--- config.mk ---
export PLATFORM = sky130hd
export DESIGN_NAME = cpu_run_ctrl
export DESIGN_NICKNAME = d
export VERILOG_FILES = /design/src/rtl/cpu_run_ctrl.sv
export SDC_FILE = /design/constraint.sdc
export NUM_CORES = 1
export LEC_CHECK = 0
export ABC_AREA = 1
export CAP_MARGIN = 20
export CORE_MARGIN = 2
export CORE_UTILIZATION = 53
export CTS_BUF_LIST = sky130_fd_sc_hd__clkbuf_4 sky130_fd_sc_hd__clkbuf_8 sky130_fd_sc_hd__clkbuf_16
export CTS_CLUSTER_DIAMETER = 100
export DETAILED_ROUTE_END_ITERATION = 16
export PLACE_DENSITY = 0.82
export SLEW_MARGIN = 15
export SYNTH_ARGS = -nofsm -noshare
export SYNTH_HDL_FRONTEND = slang
export SYNTH_SLANG_ARGS = --single-unit
--- constraint.sdc ---
create_clock -name clk -period 3 [get_ports clk]
set_input_delay 0.75 -clock clk [delete_from_list [all_inputs] [get_ports clk]]
set_output_delay 0.75 -clock clk [all_outputs]
set_load 0.01 [all_outputs]
--- src/rtl/cpu_run_ctrl.sv ---
`default_nettype none
// +--------------------------------------------------------------------------+
// | Module  : cpu_run_ctrl                                                    |
// | Purpose : Run controller gating the CPU clock enable. Runs the core for a |
// |           programmed cycle count (COUNT), until a halt PC (HALT), or one  |
// |           cycle per step pulse (STEP), then adds DRAIN_CYCLES enabled     |
// |           cycles so in-flight instructions retire before done is raised.  |
// | Option  : RUN_CTRL_WATCHDOG_EN - when defined, a non-zero run_len acts as |
// |           a watchdog in HALT mode (ends in DONE with timeout=1, no drain).|
// | Ports   : clk, rst_n (async, active low)                                  |
// |           start, mode[1:0], run_len[CNT_W], halt_pc[PC_W] - run request   |
// |           step - STEP-mode enable pulse, clr - abort/acknowledge          |
// |           pc[PC_W] - current core PC                                      |
// |           cpu_en, busy, done, timeout, cycle_cnt[CNT_W] - status/control  |
// | Revision: 1.0 - initial release                                           |
// +--------------------------------------------------------------------------+
module cpu_run_ctrl #(
   parameter int CNT_W        = 32,
   parameter int PC_W         = 32,
   parameter int DRAIN_CYCLES = 5
) (
   input  logic             clk,
   input  logic             rst_n,
   input  logic             start,
   input  logic [1:0]       mode,
   input  logic [CNT_W-1:0] run_len,
   input  logic [PC_W-1:0]  halt_pc,
   input  logic             step,
   input  logic             clr,
   input  logic [PC_W-1:0]  pc,
   output logic             cpu_en,
   output logic             busy,
   output logic             done,
   output logic             timeout,
   output logic [CNT_W-1:0] cycle_cnt
);

   typedef enum logic [1:0] {
      ST_IDLE  = 2'd0,
      ST_RUN   = 2'd1,
      ST_DRAIN = 2'd2,
      ST_DONE  = 2'd3
   } state_t;

   localparam logic [1:0]           c_mode_halt  = 2'd1;
   localparam logic [1:0]           c_mode_step  = 2'd2;
   localparam int                   c_drain_w    = (DRAIN_CYCLES > 1) ? $clog2(DRAIN_CYCLES + 1) : 1;
   localparam logic [c_drain_w-1:0] c_drain_load = c_drain_w'(DRAIN_CYCLES);
   localparam logic [c_drain_w-1:0] c_drain_one  = c_drain_w'(1);

   state_t               state_q, state_d;
   logic [1:0]           mode_q, mode_d;
   logic [CNT_W-1:0]     len_q, len_d;
   logic [PC_W-1:0]      halt_pc_q, halt_pc_d;
   logic [CNT_W-1:0]     cnt_q, cnt_d;
   logic                 timeout_q, timeout_d;
   logic [c_drain_w-1:0] drain_q, drain_d;

   logic                 w_is_halt;
   logic                 w_is_step;
   logic [CNT_W-1:0]     w_cnt_after;
   state_t               w_after_run;

   // Mode 3 decodes as COUNT because it is neither HALT nor STEP.
   assign w_is_halt = (mode_q == c_mode_halt);
   assign w_is_step = (mode_q == c_mode_step);

   // With no drain configured the run phase ends straight in DONE.
   assign w_after_run = (DRAIN_CYCLES == 0) ? ST_DONE : ST_DRAIN;

   always_comb begin
      cpu_en      = 1'b0;
      w_cnt_after = cnt_q;
      state_d     = state_q;
      mode_d      = mode_q;
      len_d       = len_q;
      halt_pc_d   = halt_pc_q;
      cnt_d       = cnt_q;
      timeout_d   = timeout_q;
      drain_d     = drain_q;

      // A zero budget in COUNT/STEP must not produce any enabled RUN cycle.
      if (state_q == ST_DRAIN) begin
         cpu_en = 1'b1;
      end else if (state_q == ST_RUN) begin
         if (w_is_halt)            cpu_en = 1'b1;
         else if (len_q == '0)     cpu_en = 1'b0;
         else if (w_is_step)       cpu_en = step;
         else                      cpu_en = 1'b1;
      end

      // Counter value after this edge, saturating at all-ones.
      if (state_q == ST_RUN && cpu_en && !(&cnt_q))
         w_cnt_after = cnt_q + CNT_W'(1);

      case (state_q)
         ST_IDLE: begin
            if (start && !clr) begin
               mode_d    = mode;
               len_d     = run_len;
               halt_pc_d = halt_pc;
               cnt_d     = '0;
               timeout_d = 1'b0;
               state_d   = ST_RUN;
            end
         end
         ST_RUN: begin
            cnt_d = w_cnt_after;
            if (w_is_halt) begin
               // A halt match wins over the watchdog in the same cycle.
               if (pc == halt_pc_q) begin
                  state_d = w_after_run;
                  drain_d = c_drain_load;
               end
`ifdef RUN_CTRL_WATCHDOG_EN
               else if (len_q != '0 && w_cnt_after == len_q) begin
                  state_d   = ST_DONE;
                  timeout_d = 1'b1;
               end
`endif
            end else if (w_cnt_after == len_q) begin
               state_d = w_after_run;
               drain_d = c_drain_load;
            end
         end
         ST_DRAIN: begin
            drain_d = drain_q - c_drain_one;
            if (drain_q == c_drain_one)
               state_d = ST_DONE;
         end
         ST_DONE: begin
            state_d = ST_DONE;
         end
         default: begin
            state_d = ST_IDLE;
         end
      endcase

      // Abort/acknowledge overrides everything; the count is kept for inspection.
      if (clr)
         state_d = ST_IDLE;
   end

   always_ff @(posedge clk or negedge rst_n) begin
      if (!rst_n) begin
         state_q   <= ST_IDLE;
         mode_q    <= 2'd0;
         len_q     <= '0;
         halt_pc_q <= '0;
         cnt_q     <= '0;
         timeout_q <= 1'b0;
         drain_q   <= '0;
      end else begin
         state_q   <= state_d;
         mode_q    <= mode_d;
         len_q     <= len_d;
         halt_pc_q <= halt_pc_d;
         cnt_q     <= cnt_d;
         timeout_q <= timeout_d;
         drain_q   <= drain_d;
      end
   end

   assign busy      = (state_q == ST_RUN) || (state_q == ST_DRAIN);
   assign done      = (state_q == ST_DONE);
   assign timeout   = timeout_q;
   assign cycle_cnt = cnt_q;

endmodule
`default_nettype wire
==> flow_summary.yaml <==
critical_path:
  crit_arrival_ps: 3170
  cpMaxStageDelayCell: "dfrtp_1"
  crit_top_cell: "nand2_1"
  worstPathRequired_ps: 3240
  critical_path.top_delay_family: "simple AND/OR/NAND/NOR gates"
  cp_num_cells: 23
  crit_fanout: 6
  crit_chain: "nor2_2 -> nand3_1 -> nor2_4 -> nand2_4 -> o21bai_4 -> nand2_2 -> buf_6 -> nand3_4 -> clkbuf_16 -> buf_6 -> nand2_1 -> nand3_1 -> nand2_1 -> inv_1 -> nand2_1 -> nor2_1 -> nand2_1 -> nor2_2 -> nand2_1 -> nand2_1 -> nand3_2 -> nand2_1 -> o21ai_1"
  reg2reg_depth: 23
  startpoint_type: "flop"
  slowest_delay_ps: 420
  path_class: "reg -> reg"
  endpoint_kind: "flop"
  path_buf_inv: 4
clock_network:
  clk_latency_ps: 360
  clkTransAtPathRegs_ps: 70
  h-tree-depth: 3
  numCtsBuffers: 9
  cts_buffer_depth: 2
  cts_tree: "yes"
  clkSinkCount: 103
  cts_root_buffer: "clkbuf_16"
power:
  vdd_drop_max_mv: 0.438
  p_leak_nw: 4.58
  p_per_area_mw_per_mm2: 942
die:
  die_x_um: 119
  dieHeight_um: 119
  fp-row-count: 41
  core_area_mm2: 0.0128
  start_util_pct: 54.8
  dieArea_mm2: 0.0141
  ios: 139
sta:
  setup_violations: 0
  final-hold-violation-count: 0
  fin_crit_ps: 2930
  setup_ws_ps: 70.5
  max_freq_mhz: 341
  fin_skew_ps: 6.66
  drv_slew: 0
  rsz0062_at_grt: "yes"
  finalCritPeriodShare_pct: 97.6
synthesis:
  synth_seq_cells: 103
  postSynth.asyncResetShare_pct: 100
  yosysMostFrequentCell: "nand2_1"
  yosysWarnings: 0
  synth_cell_types: 36
  synthTopCellsByCount: "400 x nand2_1, 124 x inv_1, 103 x dfrtp_1"
  synthFlopType: "dfrtp_1"
  synth_cells: 1075
  syn_area_mm2: 0.00700
  synth_top_area_share_pct: 36.8
  synth.avg_cell_area_um2: 6.51
  ys_seq_area_share_pct: 36.8
  synth_edf_count: 0
  synth_top_area_cell: "dfrtp_1"
  synth_nets: 1186
  synth.area.top_cells: "dfrtp_1 37%, nand2_1 21%, nand3_1 7.0%, inv_1 6.6%, nor2_1 4.9%"
layout:
  drive_gt1_share_pct: 14.1
  nets: 1385
  area_growth_pct: 38.7
  fin_cells: 1451
  n_fill_cell: 989
  antenna_cells: 0
global_route:
  grt_max_degree: 45
  track_usage_pct: 31.5
  gr-total-overflow: 0
  antenna_found_initial: 0
  grt_pass1_wl_mm: 35.3
  first_global_vias: 7327
drt:
  first_pass_iters: 6
  wl_mm: 22.5
  drc_errors: 0
  drtIter0Drc: 829
  drt.antenna.violating_nets: 0
  vias_per_cell: 5.45
  routedWlPerCell_um: 15.5
  vias: 7904
placed_design:
  place_ws_ps: -254
  port_buffers: 137
  dp_hpwl_mm: 16.4
  globalplace.congestion: 0.990
  dp.cells: 1422
worst_hold_path:
  min_path_type: "in -> async"
run:
  drv_cap: 0
status:
  outcome: "finished, final reports clean"
## power by group
| group | leakage, nW | switching [mW] | total, mW | internal, mW |
|---|---|---|---|---|
| sequential | 1.31 | 0.612 | 2.65 | 2.04 |
| combinational | 3.13 | 2.94 | 5.34 | 2.40 |
| clock | 0.140 | 0.558 | 1.16 | 0.603 |
## placed cells by master (no fill, tap or decap), types with 3 or more instances in the layout
cell / n
nand2_1: 386
clkdlybuf4s50_1: 134
inv_1: 123
dfrtp_1: 96
nand3_1: 88
nor2_1: 83
buf_4: 75
o21ai_0: 55
nand4_1: 50
xor2_1: 18
or2_2: 18
o22ai_1: 17
nand2_2: 14
nand3_2: 11
clkbuf_16: 11
xnor2_1: 10
nor2_2: 8
ha_1: 8
nand3b_1: 7
dfrtp_2: 7
buf_12: 7
nor3_1: 6
nor2_4: 5
buf_6: 5
o21ai_1: 4
a21oi_1: 3
inv_2: 3
inv_6: 3
## registers in the layout, summed over array words and instances, names as in the netlist
name,cells
cycle_cnt,32
drain_q,3
halt_pc_q,32
len_q,32
mode_q,2
state_q,2
## per-layer routing
metal	up-vias	GRT usage, %	wire [µm]
met5	-	0	0
met4	0	12.2	774
met3	62	9.20	2540
met2	431	50.6	10300
met1	3583	40.0	8820
li1	3828	-	-
## final cells by class
type | count | area (µm²) | share of cell area, %
Timing Repair Buffer | 227 | 2230 | 22.9
Tap cell | 172 | 215 | 2.22
Sequential cell | 103 | 2590 | 26.6
Inverter | 127 | 477 | 4.91
Clock buffer | 11 | 246 | 2.54
Multi-Input combinational cell | 806 | 3930 | 40.4
Clock inverter | 5 | 38.8 | 0.399
## stage by stage
step                cell area, µm²  util (%)  total power [mW]  hold WS [ps]  TNS, ps
floorplan                     7000         -              5.28           454        0
global placement              9050      70.9              7.17           468     -939
detailed placement            9050      70.9              7.30           477    -1420
CTS                           9410      73.7              8.68           338        0
global route                  9720      76.1              9.82           357     -444
finish                        9720      76.1              9.15           327        0
## worst paths after layout
path / start / end / slack (ps)
max: len_q[24] / drain_q[2] / 70
min: rst_n / len_q[24] / 330
max reg2reg: len_q[24] / drain_q[2] / 70
min reg2reg: halt_pc_q[1] / halt_pc_q[1] / 490
max in group asynchronous: rst_n / drain_q[1] / 2030
min in group clk: halt_pc_q[1] / halt_pc_q[1] / 490
## repair_timing
item	4_1_cts	5_1_grt
gates cloned	2	3
hold buffers	0	0
setup buffers	1	7
endpoints found under the setup margin	1	5
pin swaps	2	26
gates resized for setup	3	55
## cell families (layout without fill, tap and decap cells)
group | Yosys count | after routing | synth area share, %
adder cells (fa/ha/maj) | 8 | 8 | 1.43
flip-flops | 103 | 103 | 36.8
AND/OR/NAND/NOR | 685 | 685 | 42.4
AO/OA/AOI/OAI | 84 | 84 | 6.47
other | 1 | 1 | 0.0535
XOR/XNOR | 28 | 28 | 3.50
buffers and inverters | 166 | 370 | 9.38
Power figures use the tool's default switching activity.
